==> src/rtl/booth_pkg.sv <==
// Shared types and sizing for the sequential radix-4 Booth multiplier.
package booth_pkg;

  localparam int DEF_WIDTH = 8;
  localparam int ITER      = DEF_WIDTH / 2;

  // Counter width for a given iteration count, never narrower than one bit.
  function automatic int cnt_bits(input int iter);
    return (iter > 1) ? $clog2(iter) : 1;
  endfunction

  localparam int CNT_W = cnt_bits(ITER);

  typedef enum logic [1:0] {
    IDLE,
    RUN,
    DONE
  } state_t;

endpackage

==> src/rtl/booth_pp_sel.sv <==
// Radix-4 Booth encoder and partial-product selector for one multiplier triplet.
module booth_pp_sel #(
  parameter int WIDTH = 8
) (
  input  logic [2:0]         triplet,
  input  logic [2*WIDTH-1:0] mcand,
  output logic               single,
  output logic               double,
  output logic               neg,
  output logic [2*WIDTH-1:0] pp
);

  logic [2*WIDTH-1:0] mag;

  assign single = triplet[0] ^ triplet[1];
  assign double = (triplet[2] ^ triplet[0]) & ~single;
  assign neg    = triplet[2];

  // NOTE: every signal written here gets a value on every path, so no latch is inferred.
  always_comb begin
    mag = '0;
    if (single)      mag = mcand;
    else if (double) mag = mcand << 1;
  end

  // Triplet 111 negates zero; ~0 + 1 wraps back to 0 in 2*WIDTH bits.
  assign pp = neg ? (~mag + 1'b1) : mag;

endmodule

==> src/rtl/booth_seq_mult.sv <==
// Sequential radix-4 Booth signed multiplier: one triplet per cycle, valid/ready in and out.
module booth_seq_mult
  import booth_pkg::*;
#(
  parameter int WIDTH = DEF_WIDTH
) (
  input  logic               clk,
  input  logic               rst_n,
  input  logic               in_valid,
  output logic               in_ready,
  input  logic [WIDTH-1:0]   a,
  input  logic [WIDTH-1:0]   b,
  output logic               out_valid,
  input  logic               out_ready,
  output logic [2*WIDTH-1:0] product
);

  localparam int NUM_ITER = WIDTH / 2;
  localparam int CNT_BITS = cnt_bits(NUM_ITER);
  localparam logic [CNT_BITS-1:0] LAST = CNT_BITS'(NUM_ITER - 1);

  state_t               state;
  logic [CNT_BITS-1:0]  count;
  logic [2*WIDTH-1:0]   mcand;
  logic [WIDTH:0]       y;
  logic [2*WIDTH-1:0]   acc;
  logic [2*WIDTH-1:0]   pp;
  logic [2*WIDTH-1:0]   sum;
  logic                 sel_single;
  logic                 sel_double;
  logic                 sel_neg;
  logic                 unused_sel;
  logic                 accept;

  booth_pp_sel #(.WIDTH(WIDTH)) u_pp_sel (
    .triplet (y[2:0]),
    .mcand   (mcand),
    .single  (sel_single),
    .double  (sel_double),
    .neg     (sel_neg),
    .pp      (pp)
  );

  assign unused_sel = sel_single ^ sel_double ^ sel_neg;

  // mcand is pre-shifted by 2 each iteration, so pp already carries the 2i weight.
  assign sum      = acc + pp;
  assign in_ready = (state == IDLE) || ((state == DONE) && out_ready);
  assign accept   = in_valid && in_ready;

  // NOTE: sequential state uses non-blocking assignments so every register sees pre-edge values.
  // NOTE: all datapath registers are reset; an aborted run must leave nothing behind.
  always_ff @(posedge clk or negedge rst_n) begin
    if (!rst_n) begin
      state     <= IDLE;
      count     <= '0;
      mcand     <= '0;
      y         <= '0;
      acc       <= '0;
      product   <= '0;
      out_valid <= 1'b0;
    end else begin
      case (state)
        IDLE: begin
          if (in_valid) state <= RUN;
        end
        RUN: begin
          acc   <= sum;
          mcand <= mcand << 2;
          y     <= {{2{y[WIDTH]}}, y[WIDTH:2]};
          count <= count + 1'b1;
          if (count == LAST) begin
            product   <= sum;
            out_valid <= 1'b1;
            state     <= DONE;
          end
        end
        DONE: begin
          if (out_ready) begin
            out_valid <= 1'b0;
            state     <= in_valid ? RUN : IDLE;
          end
        end
        default: state <= IDLE;
      endcase

      // Operand capture overrides the per-state updates; it never coincides with RUN.
      if (accept) begin
        mcand <= {{WIDTH{a[WIDTH-1]}}, a};
        y     <= {b, 1'b0};
        acc   <= '0;
        count <= '0;
      end
    end
  end

endmodule
==> config.mk <==
export PLATFORM = sky130hd
export DESIGN_NAME = booth_seq_mult
export DESIGN_NICKNAME = d
export VERILOG_FILES = /design/src/rtl/booth_pkg.sv /design/src/rtl/booth_pp_sel.sv /design/src/rtl/booth_seq_mult.sv
export SDC_FILE = /design/constraint.sdc
export NUM_CORES = 1
export LEC_CHECK = 0
export CAP_MARGIN = 25
export CORE_MARGIN = 1
export CORE_UTILIZATION = 63
export CTS_CLUSTER_DIAMETER = 150
export DETAILED_ROUTE_END_ITERATION = 16
export PLACE_DENSITY = 0.86
export SLEW_MARGIN = 30
export SYNTH_ARGS = -nofsm -noshare
export SYNTH_HDL_FRONTEND = slang
export SYNTH_SLANG_ARGS = --single-unit
==> constraint.sdc <==
create_clock -name clk -period 7 [get_ports clk]
set_clock_uncertainty 0.2 [all_clocks]
set_input_delay 0.7 -clock clk [delete_from_list [all_inputs] [get_ports clk]]
set_output_delay 0.7 -clock clk [all_outputs]
set_load 0.05 [all_outputs]
**Word level (Yosys, flattened, before mapping)**

Cells that the tools add are included.

- Register bits after elaboration: 62
- Logic and storage cells: 50

- Bitwise gates (word level): 5
- Equal/unequal tests: 6
- Reductions and logical operators: 9
- Muxes and demuxes: 19
- Add/subtract/negate cells: 3

Operators by type and width:

| cell | number |
|---|---|
| two-way mux 16 bit | 7 |
| adder 16 x 1 -> 16 bit (second input constant) | 1 |
| adder 16 bit | 1 |
| inverter 16 bit | 1 |
| two-way mux 2 bit | 5 |
| two-way mux 9 bit | 1 |
| two-way mux 8 bit | 1 |
| inequality test 2 bit (second input constant) | 3 |
| case mux 2 bit (3 select lines) | 1 |
| AND reduction 3 bit | 2 |
| == test 2 bit (second input constant) | 2 |
| nonzero test 2 bit | 2 |
| two-way mux 1 bit | 3 |
| adder 2 x 1 -> 2 bit (second input constant) | 1 |
| == test 2 x 1 -> 1 bit (second input constant) | 1 |
| logical AND 1 bit | 2 |
| logical NOT 2 bit | 1 |
| case mux 1 bit (2 select lines) | 1 |
| AND reduction 2 bit | 1 |
| bitwise XOR 1 bit | 2 |
| AND 1 bit | 1 |
| logical OR 1 bit | 1 |
| inverter 1 bit | 1 |

**Depth between registers and ports, before layout**

Gate-level depths: netlist (run 1).

- Depth after elaboration: 11
- Depth in mapped cells: 20
- Mapped depth without buffers: 17

**Hierarchy**

Synthesis (run 1) repeated with hierarchy kept, for this count alone.

- Cell total of the unflattened synthesis: 492
- Area total of the unflattened synthesis: 4,361.7 um^2

By module, submodules not included:

| module | instances | area an instance (um^2) | cells each | seq. area each (um^2) |
|---|---|---|---|---|
| booth_seq_mult | 1 | 3,216.8 | 333 | 1,551.5 |
| booth_pp_sel | 1 | 1,144.8 | 159 | 0.0 |

**Worst setup path before layout (run 1)**

No wires, ideal clock.

- Path type: register -> register
- Start: register y[0]
- End: register acc[15]
- Stages on the path, launching flop included: 21
- Period minus slack after synthesis: 4.249 ns
- Path slack: 2.751 ns
- Setup time: 0.095 ns
- Arrival: 3.954 ns
- Buffers on the path: 3
- Required time: 6.705 ns
- Cells stage by stage: dfrtp_1 -> buf_6 -> clkbuf_1 -> inv_1 -> clkbuf_1 -> a221o_1 -> nand2_1 -> ha_1 -> inv_1 -> or4b_4 -> nor3b_1 -> mux2i_1 -> o21a_1 -> ha_1 -> nand2_1 -> o211ai_1 -> a21o_1 -> a21oi_1 -> o31a_1 -> nor3_1 -> o31ai_1

- Longest elaborated chain between the ends: 11
- Elaborated cells between the ends (all ways): 12
- Classes of those cells: 2 x add/sub; 5 x mux; 5 x bitwise

RTL lines:

| item | line | text |
|---|---|---|
| from (decl) | booth_seq_mult.sv:25 | `logic [WIDTH:0] y;` |
| from (signal assigned) | booth_seq_mult.sv:70 | `y <= {{2{y[WIDTH]}}, y[WIDTH:2]};` |
| from (signal assigned) | booth_seq_mult.sv:90 | `y <= {b, 1'b0};` |
| bitwise XOR 1 bit | booth_pp_sel.sv:15 | `assign single = triplet[0] ^ triplet[1];` |
| inverter 1 bit | booth_pp_sel.sv:16 | `assign double = (triplet[2] ^ triplet[0]) & ~single;` |
| AND 1 bit | booth_pp_sel.sv:16 |  |
| two-way mux 16 bit | booth_pp_sel.sv:23 | `else if (double) mag = mcand << 1;` |
| two-way mux 16 bit (*) | booth_pp_sel.sv:22 | `if (single) mag = mcand;` |
| inverter 16 bit | booth_pp_sel.sv:27 | `assign pp = neg ? (~mag + 1'b1) : mag;` |
| adder 16 x 1 -> 16 bit | booth_pp_sel.sv:27 |  |
| two-way mux 16 bit (*) | booth_pp_sel.sv:27 |  |
| adder 16 bit (*) | booth_seq_mult.sv:47 | `assign sum = acc + pp;` |
| two-way mux 16 bit (*) | booth_seq_mult.sv:63 | `case (state)` |
| two-way mux 16 bit (*) | booth_seq_mult.sv:88 | `if (accept) begin` |
| to (signal assigned) | booth_seq_mult.sv:68 | `acc <= sum;` |
| to (decl) | booth_seq_mult.sv:26 | `logic [2*WIDTH-1:0] acc;` |

Mark *: on every way between the ends. The rest lies on a longest branch, timed or not. The select of a mux whose other input is x is not followed.
A chain may end at the register's enable or synchronous reset.

**Worst setup path in the final report (run 1)**

- Start: register y[1]
- End: register product[15]

- Longest elaborated chain between the ends: 9

RTL lines:

| item | line | text |
|---|---|---|
| bitwise XOR 1 bit (*) | booth_pp_sel.sv:15 |  |
| inverter 1 bit | booth_pp_sel.sv:16 |  |
| AND 1 bit | booth_pp_sel.sv:16 |  |
| two-way mux 16 bit | booth_pp_sel.sv:23 |  |
| two-way mux 16 bit (*) | booth_pp_sel.sv:22 |  |
| inverter 16 bit | booth_pp_sel.sv:27 |  |
| adder 16 x 1 -> 16 bit | booth_pp_sel.sv:27 |  |
| two-way mux 16 bit (*) | booth_pp_sel.sv:27 |  |
| adder 16 bit (*) | booth_seq_mult.sv:47 |  |
| to (signal assigned) | booth_seq_mult.sv:73 | `product <= sum;` |
| to (decl) | booth_seq_mult.sv:15 | `output logic [2*WIDTH-1:0] product` |

Mark *: on every way between the ends. The rest lies on a longest branch, timed or not.

==> impl_metrics.prom, run 1 <==
# TYPE chip_impl_metric gauge
chip_impl_metric{name="insertedDiodeCount",unit=""} 0
chip_impl_info{name="clk_root_buffer_cell",value="clkbuf_8"} 1
chip_impl_metric{name="route.detailed.vias_per_inst",unit=""} 6.48
chip_impl_metric{name="detail-route-antenna-nets",unit=""} 0
chip_impl_metric{name="area_grow_syn2layout",unit="%"} 12.3
chip_impl_metric{name="grt_use_total",unit=""} 0.303
chip_impl_metric{name="start_util",unit=""} 0.664
chip_impl_metric{name="grt_pass1_wl",unit="um"} 17300
chip_impl_metric{name="cp.required",unit="ns"} 7.04
chip_impl_metric{name="vias_in_the_first_global_route",unit=""} 3696
chip_impl_info{name="hp-class",value="reg -> reg"} 1
chip_impl_metric{name="final-max-slew-violation-count",unit=""} 0
chip_impl_metric{name="numPortBuffers",unit=""} 37
chip_impl_metric{name="cts.reportedPaths.clkPinSlew",unit="ns"} 0.08
chip_impl_metric{name="synth_nets",unit=""} 537
chip_impl_info{name="largest_family_of_logic_cells_by_synthesized_area",value="compound AO/OA/AOI/OAI gates"} 1
chip_impl_metric{name="syn-instance-count",unit=""} 496
chip_impl_metric{name="drc",unit=""} 0
chip_impl_metric{name="final_cells",unit=""} 590
chip_impl_metric{name="design.die.area",unit="um^2"} 7100
chip_impl_metric{name="post_drt_wl_per_cell",unit="um"} 17.2
chip_impl_metric{name="setup_total_negative_slack",unit="ns"} 0
chip_impl_metric{name="post_cts.resized_instances",unit=""} 0
chip_impl_info{name="post-synth-top-area-cell",value="dfrtp_1"} 1
chip_impl_info{name="critical_path_class",value="reg -> reg"} 1
chip_impl_metric{name="timing.final.setup_violations",unit=""} 0
chip_impl_metric{name="nFillCells",unit=""} 479
chip_impl_metric{name="antenna_violations_before_repair",unit=""} 0
chip_impl_metric{name="synth.area.mux_share",unit=""} 0.0379
chip_impl_metric{name="cts-buffers-inserted",unit=""} 9
chip_impl_metric{name="synth-compound-area-share",unit=""} 0.257
chip_impl_metric{name="place.detailed.instances",unit=""} 574
chip_impl_metric{name="cts.hold.buffers_added",unit=""} 0
chip_impl_info{name="yosys-top-cells-count",value="nand2_1 (92), dfrtp_1 (62), o21ai_0 (41), clkbuf_1 (33), a21oi_1 (29)"} 1
chip_impl_metric{name="netlist.area_leader.share",unit=""} 0.364
chip_impl_metric{name="drive_above_1_share",unit=""} 0.0819
chip_impl_metric{name="synth.distinct_cells",unit=""} 55
chip_impl_metric{name="global_route.overflow_total",unit=""} 0
chip_impl_metric{name="synth_seq_cells",unit=""} 62
chip_impl_metric{name="asyncSetResetFlopFracSynth",unit=""} 1.00
chip_impl_metric{name="finalWirelength",unit="um"} 10200
chip_impl_metric{name="yosys.area_share.simple",unit=""} 0.178
chip_impl_info{name="yosys.cell_count.top_type",value="nand2_1"} 1
chip_impl_info{name="unrepaired_setup_endpoints_after_global_routing",value="false"} 1
chip_impl_metric{name="post_synth_instance_area",unit="um^2"} 4260
chip_impl_info{name="synthFlopType",value="dfrtp_1"} 1
chip_impl_metric{name="die_w",unit="um"} 84.2
chip_impl_metric{name="post-route-min-period",unit="ns"} 5.09
chip_impl_metric{name="dp_hpwl",unit="um"} 7140
chip_impl_info{name="synth_area_leaders",value="dfrtp_1 (36%), nand2_1 (8.1%), ha_1 (5.9%)"} 1
chip_impl_info{name="cts_tree",value="done"} 1
chip_impl_metric{name="drt_pre_antenna_iters",unit=""} 5
chip_impl_metric{name="synth-edff-count",unit=""} 0
chip_impl_metric{name="multi_input_area",unit="um^2"} 2480
chip_impl_metric{name="cts-root-to-sink-buffers",unit=""} 2
chip_impl_metric{name="per_instance_average_area_after_synthesis",unit="um^2"} 8.59
chip_impl_metric{name="timing.max_cap.violations",unit=""} 0
chip_impl_metric{name="grt_max_degree",unit=""} 63
chip_impl_info{name="worstSetupStartpointType",value="flip-flop"} 1
chip_impl_metric{name="vias",unit=""} 3825
chip_impl_metric{name="regArea",unit="um^2"} 1550
chip_impl_metric{name="timing.critical_path.arrival",unit="ns"} 5.14
chip_impl_metric{name="worstSkewPairLatency",unit="ns"} 0.35
chip_impl_metric{name="worstMarginPinSlew",unit="ns"} 0.904
chip_impl_metric{name="yosysSeqAreaShare",unit=""} 0.364
chip_impl_metric{name="ios",unit=""} 38
chip_impl_metric{name="first_iter_violations",unit=""} 265
chip_impl_metric{name="crit_path_max_fanout",unit=""} 23
chip_impl_metric{name="h-tree-depth",unit=""} 3
chip_impl_metric{name="core_region_area",unit="um^2"} 6420
chip_impl_metric{name="placementRows",unit=""} 29
chip_impl_metric{name="post_cts_buffers",unit=""} 0
chip_impl_metric{name="max-slew-margin-rel",unit=""} 0.395
chip_impl_metric{name="hold_violations",unit=""} 0
chip_impl_metric{name="area_share_of_xor_xnor_cells_in_the_synthesized_design",unit=""} 0.0452
chip_impl_metric{name="post-route-period-util",unit=""} 0.728
chip_impl_metric{name="final_nets",unit=""} 549
chip_impl_metric{name="synth_warnings",unit=""} 0
chip_impl_metric{name="die-height",unit="um"} 84.2
chip_impl_info{name="result_of_the_run",value="completed"} 1
chip_impl_metric{name="cts_num_sinks",unit=""} 62
chip_impl_metric{name="fmax",unit="GHz"} 0.196
chip_impl_metric{name="yosys.area_share.adder",unit=""} 0.0634
chip_impl_info{name="worstSetupEndpointType",value="flip-flop"} 1
chip_impl_metric{name="place_congestion",unit=""} 0.913
-- logic make-up (layout without fill, tap and decap cells) --
logic type | Yosys count | count (layout)
xor+xnor | 22 | 22
buf+inv | 53 | 70
flops | 62 | 62
mux | 15 | 15
simple gates | 163 | 163
fa+ha+maj | 21 | 21
compound gates | 160 | 160
-- metrics by stage --
stage | area [um^2] | setup slack (ns) | util | hold WS, ns
5_1_grt | 4780 | 1.68 | 0.745 | 0.310
3_5_place_dp | 4580 | 2.06 | 0.713 | 0.270
2_1_floorplan | 4260 | 2.75 | - | 0.204
3_3_place_gp | 4580 | 2.30 | 0.713 | 0.261
4_1_cts | 4780 | 2.00 | 0.744 | 0.285
6_report | 4780 | 1.91 | 0.745 | 0.279
-- worst max-delay path, cell delays in order (launching register included) --
cell      delay [ns]
dfrtp_1         0.81
xor2_1          0.78
mux2_2          0.42
o21ai_0         0.25
or4b_4          0.54
nor3b_1         0.28
mux2i_1         0.22
o21a_1          0.17
ha_1            0.25
nand2_1         0.07
o211ai_1        0.11
a21o_1          0.19
a21oi_1         0.16
o31a_1          0.19
nor3_1          0.08
o31ai_1         0.25
-- state kept, by name, indices dropped and copies added (netlist names) --
register and cells:
acc 16, mcand 16, product 16, y 9
count 2, state 2, out_valid 1
-- metal layers --
layer / global-route usage / wire [um]
met2: 0.511 / 5020
met3: 0.0728 / 510
met4: 0.129 / 219
met1: 0.373 / 4410
met5: 0 / 0
-- path summary, 6_finish.rpt --
check                      startpoint           to  cells past startpoint  slack (ns)
max in group asynchronous       rst_n         y[2]                      2        5.75
hold / removal             product[9]   product[9]                      2        0.28
setup reg to reg                 y[1]  product[15]                     15        1.91
setup / recovery                 y[1]  product[15]                     15        1.91
min in group asynchronous       rst_n     mcand[6]                      2        0.31
hold reg to reg            product[9]   product[9]                      2        0.28
-- cell usage in the layout, fill, tap and decap left out, drive strengths merged, types with 9 or more instances in the layout --
cell type / synthesis / routed
a21oi: 29 / 29
a221o: 17 / 17
a22oi: 11 / 11
clkbuf: 33 / 11
clkdlybuf4s50: 0 / 36
dfrtp: 62 / 62
ha: 20 / 20
inv: 11 / 11
mux2i: 9 / 9
nand2: 92 / 92
nand3: 9 / 9
nor2: 17 / 17
o21ai: 41 / 41
o22ai: 12 / 12
xnor2: 14 / 14
-- cell type report --
type / instances / area share
tap: 77 / 0.0201
timing repair buffer: 43 / 0.0858
clock buffer: 11 / 0.0296
clock inverter: 5 / 0.0123
inverter: 11 / 0.00863
sequential: 62 / 0.325
multi-input combinational: 381 / 0.519
Power of run 1 is left out: the tool's default activity adds up to more than one toggle a clock period on the data nets, which glitch-free logic cannot reach.
==> run 2: changes to the inputs <==
--- a/config.mk
+++ b/config.mk
@@ -7,10 +7,10 @@
 export LEC_CHECK = 0
 export CAP_MARGIN = 25
 export CORE_MARGIN = 1
-export CORE_UTILIZATION = 63
+export CORE_UTILIZATION = 53
 export CTS_CLUSTER_DIAMETER = 150
 export DETAILED_ROUTE_END_ITERATION = 16
-export PLACE_DENSITY = 0.86
+export PLACE_DENSITY = 0.77
 export SLEW_MARGIN = 30
 export SYNTH_ARGS = -nofsm -noshare
 export SYNTH_HDL_FRONTEND = slang
==> constraint.sdc (replaced) <==
create_clock -name clk -period 4.3 [get_ports clk]
set_clock_uncertainty 0.2 [all_clocks]
set_input_delay 0.43 -clock clk [delete_from_list [all_inputs] [get_ports clk]]
set_output_delay 0.43 -clock clk [all_outputs]
set_load 0.05 [all_outputs]
==> run 2 against run 1 <==
  * Non-clock buffer count rose by 17
  * Sequential share of layout area fell by 1.0 points
  * Global-route usage fell by 3.2 points
  * Worst setup slack got worse by 1.6 ns
  * Highest routed layer unchanged
==> impl_metrics.prom, run 2 (synthesis gave the netlist of run 1 again) <==
# TYPE chip_impl_metric gauge
chip_impl_metric{name="grt_use_total",unit=""} 0.271
chip_impl_metric{name="final_cells",unit=""} 632
chip_impl_metric{name="met3_wirelength",unit="um"} 487
chip_impl_metric{name="h-tree-depth",unit=""} 3
chip_impl_metric{name="post-route-min-period",unit="ns"} 4.03
chip_impl_info{name="most-common-layout-cells",value="nand2_1 (91), dfrtp_1 (61), o21ai_0 (40), clkdlybuf4s50_1 (36), a21oi_1 (28)"} 1
chip_impl_metric{name="max-slew-margin-rel",unit=""} 0.533
chip_impl_info{name="reg.largest.list",value="acc: 16 flops, mcand: 16 flops, product: 16 flops"} 1
chip_impl_metric{name="die_w",unit="um"} 91.7
chip_impl_metric{name="crit_path_max_fanout",unit=""} 8
chip_impl_info{name="worstSetupStartpointType",value="flip-flop"} 1
chip_impl_metric{name="worstMarginPinSlew",unit="ns"} 0.699
chip_impl_metric{name="place.detailed.instances",unit=""} 613
chip_impl_metric{name="first_iter_violations",unit=""} 251
chip_impl_info{name="worstSetupEndpointType",value="flip-flop"} 1
chip_impl_info{name="hp-class",value="reg -> reg"} 1
chip_impl_metric{name="finalWirelength",unit="um"} 10600
chip_impl_metric{name="ios",unit=""} 38
chip_impl_metric{name="vias",unit=""} 3827
chip_impl_info{name="clk_root_buffer_cell",value="clkbuf_8"} 1
chip_impl_info{name="result_of_the_run",value="completed"} 1
chip_impl_metric{name="setup_total_negative_slack",unit="ns"} 0
chip_impl_metric{name="grt_pass1_wl",unit="um"} 17900
chip_impl_metric{name="insertedDiodeCount",unit=""} 0
chip_impl_metric{name="die-height",unit="um"} 91.7
chip_impl_info{name="most_frequent_standard_cell_in_the_layout_excluding_fill_and_tap_cells",value="nand2_1"} 1
chip_impl_metric{name="core_region_area",unit="um^2"} 7770
chip_impl_metric{name="vias_in_the_first_global_route",unit=""} 3700
chip_impl_metric{name="cts.reportedPaths.clkPinSlew",unit="ns"} 0.08
chip_impl_metric{name="cts-root-to-sink-buffers",unit=""} 2
chip_impl_metric{name="routed-wl-met2",unit="um"} 5220
chip_impl_metric{name="final-max-slew-violation-count",unit=""} 0
chip_impl_metric{name="antenna_violations_before_repair",unit=""} 0
chip_impl_metric{name="timing.final.setup_violations",unit=""} 0
chip_impl_info{name="critical_path_class",value="reg -> reg"} 1
chip_impl_metric{name="timing.max_cap.violations",unit=""} 0
chip_impl_metric{name="cts_num_sinks",unit=""} 62
chip_impl_info{name="worstSetupStartpoint",value="y[0]"} 1
chip_impl_metric{name="post-route-period-util",unit=""} 0.938
chip_impl_metric{name="detail-route-antenna-nets",unit=""} 0
chip_impl_metric{name="cts-buffers-inserted",unit=""} 9
chip_impl_metric{name="final_nets",unit=""} 566
chip_impl_info{name="rr_startpoint",value="y[0]"} 1
chip_impl_metric{name="fmax",unit="GHz"} 0.248
chip_impl_metric{name="met1_length",unit="um"} 4800
chip_impl_metric{name="numPortBuffers",unit=""} 37
chip_impl_metric{name="placementRows",unit=""} 32
chip_impl_metric{name="grt_max_degree",unit=""} 34
chip_impl_info{name="cts_tree",value="done"} 1
chip_impl_info{name="r2r-end",value="product[15]"} 1
chip_impl_metric{name="global_route.overflow_total",unit=""} 0
chip_impl_metric{name="place_congestion",unit=""} 0.943
chip_impl_info{name="hold_start",value="product[12]"} 1
chip_impl_metric{name="hold_violations",unit=""} 0
chip_impl_metric{name="dp_hpwl",unit="um"} 7560
chip_impl_info{name="highest-signal-layer",value="met4"} 1
chip_impl_metric{name="holdPathStages",unit=""} 2
chip_impl_info{name="hold_end",value="product[12]"} 1
chip_impl_metric{name="drt_pre_antenna_iters",unit=""} 4
chip_impl_metric{name="drc",unit=""} 0
chip_impl_metric{name="worstSkewPairLatency",unit="ns"} 0.36
chip_impl_metric{name="route.detailed.vias_per_inst",unit=""} 6.06
chip_impl_info{name="unrepaired_setup_endpoints_after_global_routing",value="false"} 1
chip_impl_metric{name="area_grow_syn2layout",unit="%"} 15.9
chip_impl_metric{name="r2r_slack",unit="ns"} 0.27
chip_impl_metric{name="drive_above_1_share",unit=""} 0.121
chip_impl_metric{name="timing.critical_path.arrival",unit="ns"} 4.10
chip_impl_metric{name="post_drt_wl_per_cell",unit="um"} 16.8
chip_impl_metric{name="cp.required",unit="ns"} 4.37
chip_impl_metric{name="worst_r2r_path_depth",unit=""} 17
chip_impl_metric{name="design.die.area",unit="um^2"} 8400
chip_impl_metric{name="start_util",unit=""} 0.549
==> run 2: per-stage QoR <==
stage	cell area (um^2)	hold slack (ns)	utilization	setup WS, ns
after global placement	4720	0.259	0.607	0.148
after global routing	4940	0.312	0.636	0.0243
after detailed placement	4720	0.267	0.607	0.0125
final	4940	0.279	0.636	0.268
after floorplan	4260	-0.0656	-	0.0510
after CTS	4900	0.284	0.631	0.118
==> run 2: worst max-delay path by stage <==
stage,cells past startpoint,slack [ns],to
floorplan,20,0.05,acc[15]
global placement,17,0.15,acc[15]
detailed placement,17,0.01,acc[15]
CTS,17,0.12,acc[15]
global route,17,0.02,product[15]
finish,17,0.27,product[15]
==> run 2: critical path, stage by stage (launching register included) <==
cell	delay [ns]
dfrtp_2	0.47
buf_2	0.18
a221o_1	0.31
nand2_1	0.10
ha_2	0.22
inv_1	0.06
or4b_4	0.57
nor3b_2	0.20
mux2i_1	0.21
o21a_1	0.17
ha_1	0.26
nand2_1	0.08
o211ai_1	0.10
a21o_1	0.20
a21oi_2	0.13
o31a_1	0.18
nor3_1	0.08
o31ai_1	0.22
==> run 2: area by class of cell <==
class,count,area (um^2)
Fill cell,693,2830
Multi-Input combinational cell,381,2500
Sequential cell,62,1550
Timing Repair Buffer,60,538
Tap cell,102,128
Clock buffer,9,124
Clock inverter,7,50.0
Inverter,11,41.3
==> run 2: layer usage <==
layer  track usage  vias up
met5             0        -
met4        0.0807        0
met3        0.0522       13
met2         0.459      112
met1         0.351     1847
li1              -     1855
==> run 2: what timing repair did <==
item / 4_1_cts / 5_1_grt
setup buffers: 0 / 2
pin swaps: 0 / 2
hold buffers: 1 / 0
gates resized for setup: 1 / 7
endpoints found under the hold margin: 29 / 0
setup endpoints to repair: 2 / 4
Power of run 2 is left out for the same reason.
